`src/rtl/fifo_pkg.sv`:
```
// Shared constants and pointer helpers for the register-stage FIFOs.
package fifo_pkg;

  localparam int unsigned FIFO_DEPTH_DEF  = 4;
  localparam int unsigned FIFO_DWIDTH_DEF = 8;

  // Explicit compare, so wrapping works for any DEPTH, not only powers of two.
  function automatic int unsigned next_ptr(input int unsigned ptr, input int unsigned depth);
    return (ptr >= depth - 1) ? 0 : ptr + 1;
  endfunction

endpackage

```
`src/rtl/fifo_ptr_wrap.sv`:
```
// Modulo-DEPTH pointer counter with enable and synchronous clear.
module fifo_ptr_wrap
  import fifo_pkg::*;
#(
  parameter int unsigned DEPTH = FIFO_DEPTH_DEF
) (
  input  logic                     clk,
  input  logic                     rst,
  input  logic                     clr,
  input  logic                     en,
  output logic [$clog2(DEPTH)-1:0] ptr
);

  localparam int AW = $clog2(DEPTH);

  always_ff @(posedge clk) begin
    if (rst || clr) begin
      ptr <= '0;
    end else if (en) begin
      ptr <= AW'(next_ptr(32'(ptr), DEPTH));
    end
  end

endmodule

```
`src/rtl/fifo_reg_ctrl.sv`:
```
// Push/pop controller for a FIFO whose DEPTH data stages live outside this block:
// drives one-hot stage write enables and muxes the head stage back out.
module fifo_reg_ctrl
  import fifo_pkg::*;
#(
  parameter int unsigned DEPTH  = FIFO_DEPTH_DEF,
  parameter int unsigned DWIDTH = FIFO_DWIDTH_DEF
) (
  input  logic                      clk,
  input  logic                      rst,
  input  logic                      i_flush,
  input  logic                      s_valid,
  output logic                      s_ready,
  output logic                      m_valid,
  input  logic                      m_ready,
  output logic [DEPTH-1:0]          o_wf,
  input  logic [DEPTH*DWIDTH-1:0]   i_stage_d,
  output logic [DWIDTH-1:0]         o_d,
  output logic [$clog2(DEPTH):0]    o_count,
  output logic                      o_full,
  output logic                      o_empty
);

  localparam int AW = $clog2(DEPTH);

  logic [AW-1:0] wr_ptr;
  logic [AW-1:0] rd_ptr;
  logic [AW:0]   count_q;
  logic          full_q;
  logic          empty_q;
  logic          push;
  logic          pop;

  // Handshakes only depend on registered flags, rst and flush.
  assign s_ready = !full_q && !rst && !i_flush;
  assign m_valid = !empty_q && !i_flush;
  assign push    = s_valid && s_ready;
  assign pop     = m_valid && m_ready;

  fifo_ptr_wrap #(.DEPTH(DEPTH)) u_wr_ptr (
    .clk (clk),
    .rst (rst),
    .clr (i_flush),
    .en  (push),
    .ptr (wr_ptr)
  );

  fifo_ptr_wrap #(.DEPTH(DEPTH)) u_rd_ptr (
    .clk (clk),
    .rst (rst),
    .clr (i_flush),
    .en  (pop),
    .ptr (rd_ptr)
  );

  always_comb begin
    o_wf = '0;
    for (int k = 0; k < int'(DEPTH); k++) begin
      o_wf[k] = push && (wr_ptr == AW'(k));
    end
  end

  always_comb begin
    o_d = '0;
    for (int k = 0; k < int'(DEPTH); k++) begin
      if (rd_ptr == AW'(k)) begin
        o_d = i_stage_d[k*DWIDTH +: DWIDTH];
      end
    end
  end

  // full/empty are kept as flops next to the count rather than decoded from it.
  always_ff @(posedge clk) begin
    if (rst || i_flush) begin
      count_q <= '0;
      full_q  <= 1'b0;
      empty_q <= 1'b1;
    end else begin
      unique case ({push, pop})
        2'b10: begin
          count_q <= count_q + 1'b1;
          full_q  <= (count_q == (AW+1)'(DEPTH - 1));
          empty_q <= 1'b0;
        end
        2'b01: begin
          count_q <= count_q - 1'b1;
          full_q  <= 1'b0;
          empty_q <= (count_q == (AW+1)'(1));
        end
        default: begin
          count_q <= count_q;
          full_q  <= full_q;
          empty_q <= empty_q;
        end
      endcase
    end
  end

  assign o_count = count_q;
  assign o_full  = full_q;
  assign o_empty = empty_q;

  a_wf_onehot: assert property (@(posedge clk) disable iff (rst) $onehot0(o_wf));
  a_count_max: assert property (@(posedge clk) disable iff (rst) count_q <= (AW+1)'(DEPTH));
  a_ptr_diff:  assert property (@(posedge clk) disable iff (rst)
    ((int'(wr_ptr) - int'(rd_ptr) + int'(DEPTH)) % int'(DEPTH)) == (int'(count_q) % int'(DEPTH)));

endmodule
```
`config.mk`:
```
export PLATFORM = sky130hd
export DESIGN_NAME = fifo_reg_ctrl
export DESIGN_NICKNAME = d
export VERILOG_FILES = /design/src/rtl/fifo_pkg.sv /design/src/rtl/fifo_ptr_wrap.sv /design/src/rtl/fifo_reg_ctrl.sv
export SDC_FILE = /design/constraint.sdc
export NUM_CORES = 1
export LEC_CHECK = 0
export CORE_MARGIN = 2
export CORE_UTILIZATION = 33
export CTS_CLUSTER_SIZE = 10
export DETAILED_ROUTE_END_ITERATION = 10
export GPL_TIMING_DRIVEN = 0
export PLACE_DENSITY = 0.78
export SETUP_SLACK_MARGIN = 0.3
export SLEW_MARGIN = 20
export SYNTH_ARGS = -nofsm -noshare
export SYNTH_HDL_FRONTEND = slang
export SYNTH_HIERARCHICAL = 1
export SYNTH_SLANG_ARGS = --single-unit
```
`constraint.sdc`:
```
create_clock -name clk -period 2.95 [get_ports clk]
set_input_delay 0.59 -clock clk [delete_from_list [all_inputs] [get_ports clk]]
set_output_delay 0.59 -clock clk [all_outputs]
set_load 0.01 [all_outputs]
```
==> metrics.yaml, run 1 <==
hold_path:
  min_from: "o_empty$_SDFFE_PP1P_"
  hold_class: "register to register"
  hold_depth: 1
  hold_path_end: "o_empty$_SDFFE_PP1P_"
global_routing:
  grt-ovfl-total: 0
  grt_pass1_wl_mm: 3.34
  grt.total_usage_pct: 16.8
  antenna_found_initial: 0
  grt.met2_usage_pct: 32.7
  grtUsageMet1_pct: 16.8
  use_met3_pct: 6.03
  grt_pass1_vias: 810
  busiest_layer: "met2"
  grt_max_degree: 11
layout:
  multiInputGateArea_sq_um: 533
  num_antenna_cells: 0
  fillers: 179
  postLayoutCoreUtil_pct: 63.0
  syn2layout_area_growth_pct: 83.8
  final_cells: 162
  seqCellArea_sq_um: 180
  nets: 180
  drive_gt1_share_pct: 19.4
placed_design:
  numPlacedInstances: 156
  gp_congestion: 0.692
  portBuffers: 55
  dp_slack_ns: -0.395
  dpl.hpwl_mm: 1.82
synth:
  synthArstFlopShare_pct: 0
  postSynthCellCount: 73
  synth_top_cell_by_area: "dfxtp_1"
  ys_types: 29
  synth_nets: 118
  ys_ff_latch: 9
  synth.yosys.seq_area_share_pct: 24.0
  synth.avg_cell_area_sq_um: 10.3
  synth_ff_type: "dfxtp_1"
  ys.warnings.count: 6
  synth_edf_count: 0
  yosysTopAreaCellShare_pct: 24.0
  yosysMostFrequentCell: "dfxtp_1"
  synthTopCellsByCount: "dfxtp_1, ha_1, mux4_2, nor2_1, nor3_1"
  synthTopCellsByArea: "dfxtp_1, mux4_2, ha_1, nor2_1, a211oi_2"
  synth_area_sq_um: 751
sta:
  tightestPinTransition_ns: 0.425
  period_minus_slack_ns: 2.62
  fin_ws_ns: 0.329
  setup_violations: 0
  slew_viol_final: 0
  max_freq_mhz: 381
  relSlewSlack_pct: 71.7
  skew_ns: 0.000232
  timing.setup.tns_ns: 0
  rsz0062_at_grt: "true"
  final.period_utilization_pct: 88.9
  final_hold_viol_count: 0
setup_path:
  required_ns: 2.36
  worstSetupPathType: "primary input to output port"
  end_kind: "output port"
  cp-start-kind: "primary input"
  cp_max_fo: 7
  cp.arrival_ns: 2.03
  rr_endpoint: "o_count[2]$_SDFFE_PP0P_"
  r2r_slack_ns: 0.93
  r2r_start: "o_full$_SDFFE_PP0P_"
  rr_worst_depth: 7
  cp-startpoint: "rst"
floorplanning:
  initial_utilization_pct: 34.3
  dieArea_sq_um: 2670
  core_area_sq_um: 2190
  dieWidth_microns: 51.7
  rows: 17
  io_pins: 56
  die_h_microns: 51.7
clock_tree:
  htreeDepth: 1
  clock-root-buffer: "clkbuf_4"
  clkTransAtPathRegs_ns: 0.06
  cts_tree: "built"
  cts_sinks: 9
  clockBufferDepth: 2
  clk_latency_ns: 0.26
  cts-hold-fix-buffers: 0
  cts_buffers: 3
power_and_ir_drop:
  total_leakage_power_nw: 0.521
  power_mw: 0.322
  peakVddDrop_mv: 0.247
  power.density_nw_per_um2: 233
drt:
  vias_per_cell: 4.95
  drc: 0
  routedWlPerCell_microns: 13.7
  finalWirelength_mm: 2.21
  drtIter0Drc: 5
  first_pass_iters: 2
  vias: 802
  ant_nets: 0
status:
  outcome: "complete, no violations"
run:
  cap_violations: 0
## routing by layer
layer  vias to the layer above  wire [microns]
met3                         2             280
met5                         -               0
met1                       365             819
met2                        43            1090
li1                        392               -
met4                         0              21
## how the worst max path moves through the flow
stage / endpoint / slack, ns / depth (start not counted)
after floorplan: o_empty$_SDFFE_PP1P_ / 0.57 / 7
after global placement: o_wf[3] / -0.38 / 7
final: o_wf[1] / 0.33 / 6
after detailed placement: o_wf[3] / -0.40 / 7
after global routing: o_wf[0] / 0.27 / 6
after CTS: o_wf[3] / 0.32 / 7
## area by class of cell
class,instances,share of cell area (%)
Multi-Input combinational cell,55,38.6
Buffer,4,1.90
Inverter,5,1.54
Sequential cell,9,13.1
Tap cell,28,2.54
Timing Repair Buffer,57,40.4
Clock buffer,4,1.90
## per-stage QoR
step	hold slack, ns	instance area (sq um)
3_3_place_gp	0.493	1340
5_1_grt	0.541	1380
4_1_cts	0.513	1370
2_1_floorplan	0.486	751
3_5_place_dp	0.491	1340
6_report	0.512	1380
## state kept, by name, summed over array words and instances, names as in the netlist
register / cells
u_rd_ptr/ptr: 2
o_count: 3
o_full: 1
u_wr_ptr/ptr: 2
o_empty: 1
## report_power, final
part	switching (mW)	leakage [nW]	internal, mW
combinational	0.0275	0.433	0.0705
sequential	0.00172	0.0727	0.123
clock	0.0470	0.0150	0.0524
total	0.0763	0.521	0.246
## cell usage in the layout, fill, tap and decap left out, drive strengths merged
| cell | instances |
|---|---|
| dfxtp | 9 |
| inv | 5 |
| a211oi | 3 |
| a22oi | 1 |
| and3 | 1 |
| and3b | 1 |
| buf | 6 |
| clkdlybuf4s15 | 3 |
| or3b | 3 |
| a31oi | 1 |
| or2 | 1 |
| nand2 | 3 |
| ha | 8 |
| a211o | 1 |
| nor2 | 8 |
| nor3 | 5 |
| nor3b | 1 |
| nand2b | 2 |
| dlygate4sd2 | 1 |
| clkdlybuf4s50 | 49 |
| clkbuf | 6 |
| o21ai | 1 |
| a21oi | 3 |
| mux2i | 2 |
| and2 | 1 |
| xor2 | 1 |
| mux4 | 8 |
## worst max-delay path: stages
cell and delay, ns:
clkdlybuf4s15_2 0.22, or2_1 0.23, buf_6 0.14, or3b_4 0.41, nor3b_2 0.20, clkdlybuf4s15_2 0.24
## cells by family (layout without fill, tap and decap cells)
group	Yosys count	count (layout)	share of synthesized area [%]
simple gates	26	26	19.0
compound gates	10	10	10.2
mux	10	10	26.7
flops	9	9	24.0
buf+inv	9	70	5.66
fa+ha+maj	8	8	13.3
xor+xnor	1	1	1.17
## what timing repair did
item | 4_1_cts | 5_1_grt
setup endpoints to repair | 10 | 5
endpoints found under the hold margin | 0 | 0
gates resized for setup | 18 | 3
pin swaps | 1 | 0
cloned | 0 | 0
setup buffers | 1 | 1
Power figures use the tool's default switching activity.
==> inputs of run 2 (changes only) <==
--- a/config.mk
+++ b/config.mk
@@ -7,6 +7,7 @@
 export LEC_CHECK = 0
 export CORE_MARGIN = 2
 export CORE_UTILIZATION = 33
+export CTS_CLUSTER_DIAMETER = 200
 export CTS_CLUSTER_SIZE = 10
 export DETAILED_ROUTE_END_ITERATION = 10
 export GPL_TIMING_DRIVEN = 0
==> results of run 2 <==
No change in the layout: final DEF, timing and power equal those of run 1.
==> inputs of run 3 (changes only) <==
--- a/config.mk
+++ b/config.mk
@@ -6,14 +6,14 @@
 export NUM_CORES = 1
 export LEC_CHECK = 0
 export CORE_MARGIN = 2
-export CORE_UTILIZATION = 33
+export CORE_UTILIZATION = 36
 export CTS_CLUSTER_DIAMETER = 200
 export CTS_CLUSTER_SIZE = 10
 export DETAILED_ROUTE_END_ITERATION = 10
 export GPL_TIMING_DRIVEN = 0
-export PLACE_DENSITY = 0.78
+export PLACE_DENSITY = 0.85
 export SETUP_SLACK_MARGIN = 0.3
-export SLEW_MARGIN = 20
+export SLEW_MARGIN = 25
 export SYNTH_ARGS = -nofsm -noshare
 export SYNTH_HDL_FRONTEND = slang
 export SYNTH_HIERARCHICAL = 1
==> constraint.sdc (replaced) <==
create_clock -name clk -period 3.05 [get_ports clk]
set_input_delay 0.61 -clock clk [delete_from_list [all_inputs] [get_ports clk]]
set_output_delay 0.61 -clock clk [all_outputs]
set_load 0.01 [all_outputs]
==> run 3 against run 2 <==
  * Worst hold slack got worse by 0.0094 ns
  * Non-clock buffer count is 1 lower
  * Sequential cell count unchanged
  * Final cell count fell by 1.2%
  * Clock-buffer cell count did not move
  * Global-route usage up 2.5 points
  * Via count fell by 2.2%
  * Critical path depth up 1
  * Total power down 4.1%
  * Combinational power shrank 3.1%
  * Setup slack better by 0.014 ns
  * Sequential power down 3%
  * Critical path type unchanged
  * Largest cell class unchanged
  * Largest power group unchanged
==> metrics.yaml, run 3 (synthesis results as in run 1) <==
setup_path:
  required_ns: 2.44
  cpLargestDelayFamily: "simple AND/OR/NAND/NOR gates"
  path_cells: "clkdlybuf4s15_2 -> or2_1 -> buf_6 -> or3b_4 -> inv_4 -> and3_1 -> clkdlybuf4s15_2"
  cp_num_cells: 7
  cp_max_fo: 7
  end_kind: "output port"
  r2r_slack_ns: 1.13
  worstSetupPathType: "primary input to output port"
  cp_slowest_stage_delay_ns: 0.42
  cp-start-kind: "primary input"
  critPathSlowestCell: "or3b_4"
  cp.arrival_ns: 2.10
  path_buf_inv: 4
  rr_worst_depth: 5
  cp_common_cell: "clkdlybuf4s15_2"
layout:
  fin_area_sq_um: 1380
  layout_commonest_cell: "clkdlybuf4s50_1"
  syn2layout_area_growth_pct: 83.2
  num_antenna_cells: 0
  largest_reg_flops: 3
  drive_gt1_share_pct: 18.8
  nets: 179
  final_cells: 160
  final_cell_mix: "clkdlybuf4s50_1, dfxtp_1, mux4_2, nor2_1, ha_1"
clock_tree:
  clk_latency_ns: 0.26
  cts_buffers: 3
  cts_tree: "built"
  clkTransAtPathRegs_ns: 0.06
  clockBufferDepth: 2
  clock-root-buffer: "clkbuf_4"
  cts_sinks: 9
  htreeDepth: 1
status:
  outcome: "complete, no violations"
placed_design:
  gp_congestion: 0.706
  numPlacedInstances: 155
  placed_area_sq_um: 1340
  portBuffers: 55
  dpl.hpwl_mm: 1.95
drt:
  finalWirelength_mm: 2.30
  first_pass_iters: 4
  vias: 784
  drtIter0Drc: 7
  ant_nets: 0
  routedWlPerCell_microns: 14.4
  vias_per_cell: 4.90
  drc: 0
sta:
  period_minus_slack_ns: 2.71
  relSlewSlack_pct: 72.8
  tightestPinTransition_ns: 0.408
  skew_ns: 0.00309
  timing.setup.tns_ns: 0
  setup_violations: 0
  final_hold_viol_count: 0
  max_freq_mhz: 369
  slew_viol_final: 0
  final.period_utilization_pct: 88.8
  rsz0062_at_grt: "true"
power_and_ir_drop:
  peakVddDrop_mv: 0.200
  total_leakage_power_nw: 0.517
  power.density_nw_per_um2: 225
global_routing:
  grt.total_usage_pct: 19.3
  grt_pass1_vias: 750
  grt_pass1_wl_mm: 3.59
  antenna_found_initial: 0
  grt_max_degree: 11
  grt-ovfl-total: 0
floorplanning:
  dieWidth_microns: 49.7
  dieArea_sq_um: 2470
  die_h_microns: 49.7
  core_area_sq_um: 1960
  initial_utilization_pct: 38.3
  rows: 16
  io_pins: 56
hold_path:
  hold_depth: 1
  hold_class: "register to register"
run:
  cap_violations: 0
-- run 3: worst register-to-register path, delay by kind of cell, from the launching register on --
family	cells	cell delay, ns
buf+inv	1	0.32
simple gates	2	0.57
fa+ha+maj	1	0.31
compound gates	1	0.27
flops	1	0.33
-- run 3: repair_timing --
| action | 4_1_cts | 5_1_grt |
|---|---|---|
| resized for setup | 15 | 3 |
| hold buffers | 0 | 0 |
| setup endpoints to repair | 8 | 4 |
| buffers inserted | 0 | 1 |
| pin swaps | 0 | 2 |
-- run 3: cell type report --
class	instances	area (sq um)
Tap cell	27	33.8
Timing Repair Buffer	56	557
Multi-Input combinational cell	55	533
Sequential cell	9	180
Buffer	4	23.8
Inverter	5	21.3
Fill cell	162	587
Clock buffer	4	26.3
-- run 3: final timing paths --
check / from / to
max: rst / o_wf[3]
min: o_empty$_SDFFE_PP1P_ / o_empty$_SDFFE_PP1P_
max reg2reg: o_full$_SDFFE_PP0P_ / o_empty$_SDFFE_PP1P_
min reg2reg: o_empty$_SDFFE_PP1P_ / o_empty$_SDFFE_PP1P_
-- run 3: per-stage QoR --
| step | utilization (%) | hold WS, ns | worst slack (ns) | total power, mW |
|---|---|---|---|---|
| detailed placement | 68.0 | 0.483 | -0.329 | 0.218 |
| finish | 70.1 | 0.502 | 0.343 | 0.309 |
| global route | 70.1 | 0.550 | 0.292 | 0.322 |
| CTS | 69.6 | 0.499 | 0.303 | 0.310 |
| floorplan | - | 0.486 | 0.647 | 0.151 |
| global placement | 68.0 | 0.486 | -0.327 | 0.215 |
-- run 3: metal layers --
metal	share of wire [%]	up-vias	wire (microns)	global-route usage, %
li1	-	389	-	-
met1	42	356	958	23.3
met2	50	39	1140	34.4
met3	8.8	0	202	4.55
met4	0	0	0	4.17
met5	0	-	0	0
-- run 3: power breakdown --
group / internal (mW) / switching [mW] / total (mW)
registers: 0.119 / 0.00160 / 0.121
logic: 0.0681 / 0.0270 / 0.0951
clock network: 0.0505 / 0.0429 / 0.0934
total: 0.237 / 0.0715 / 0.309
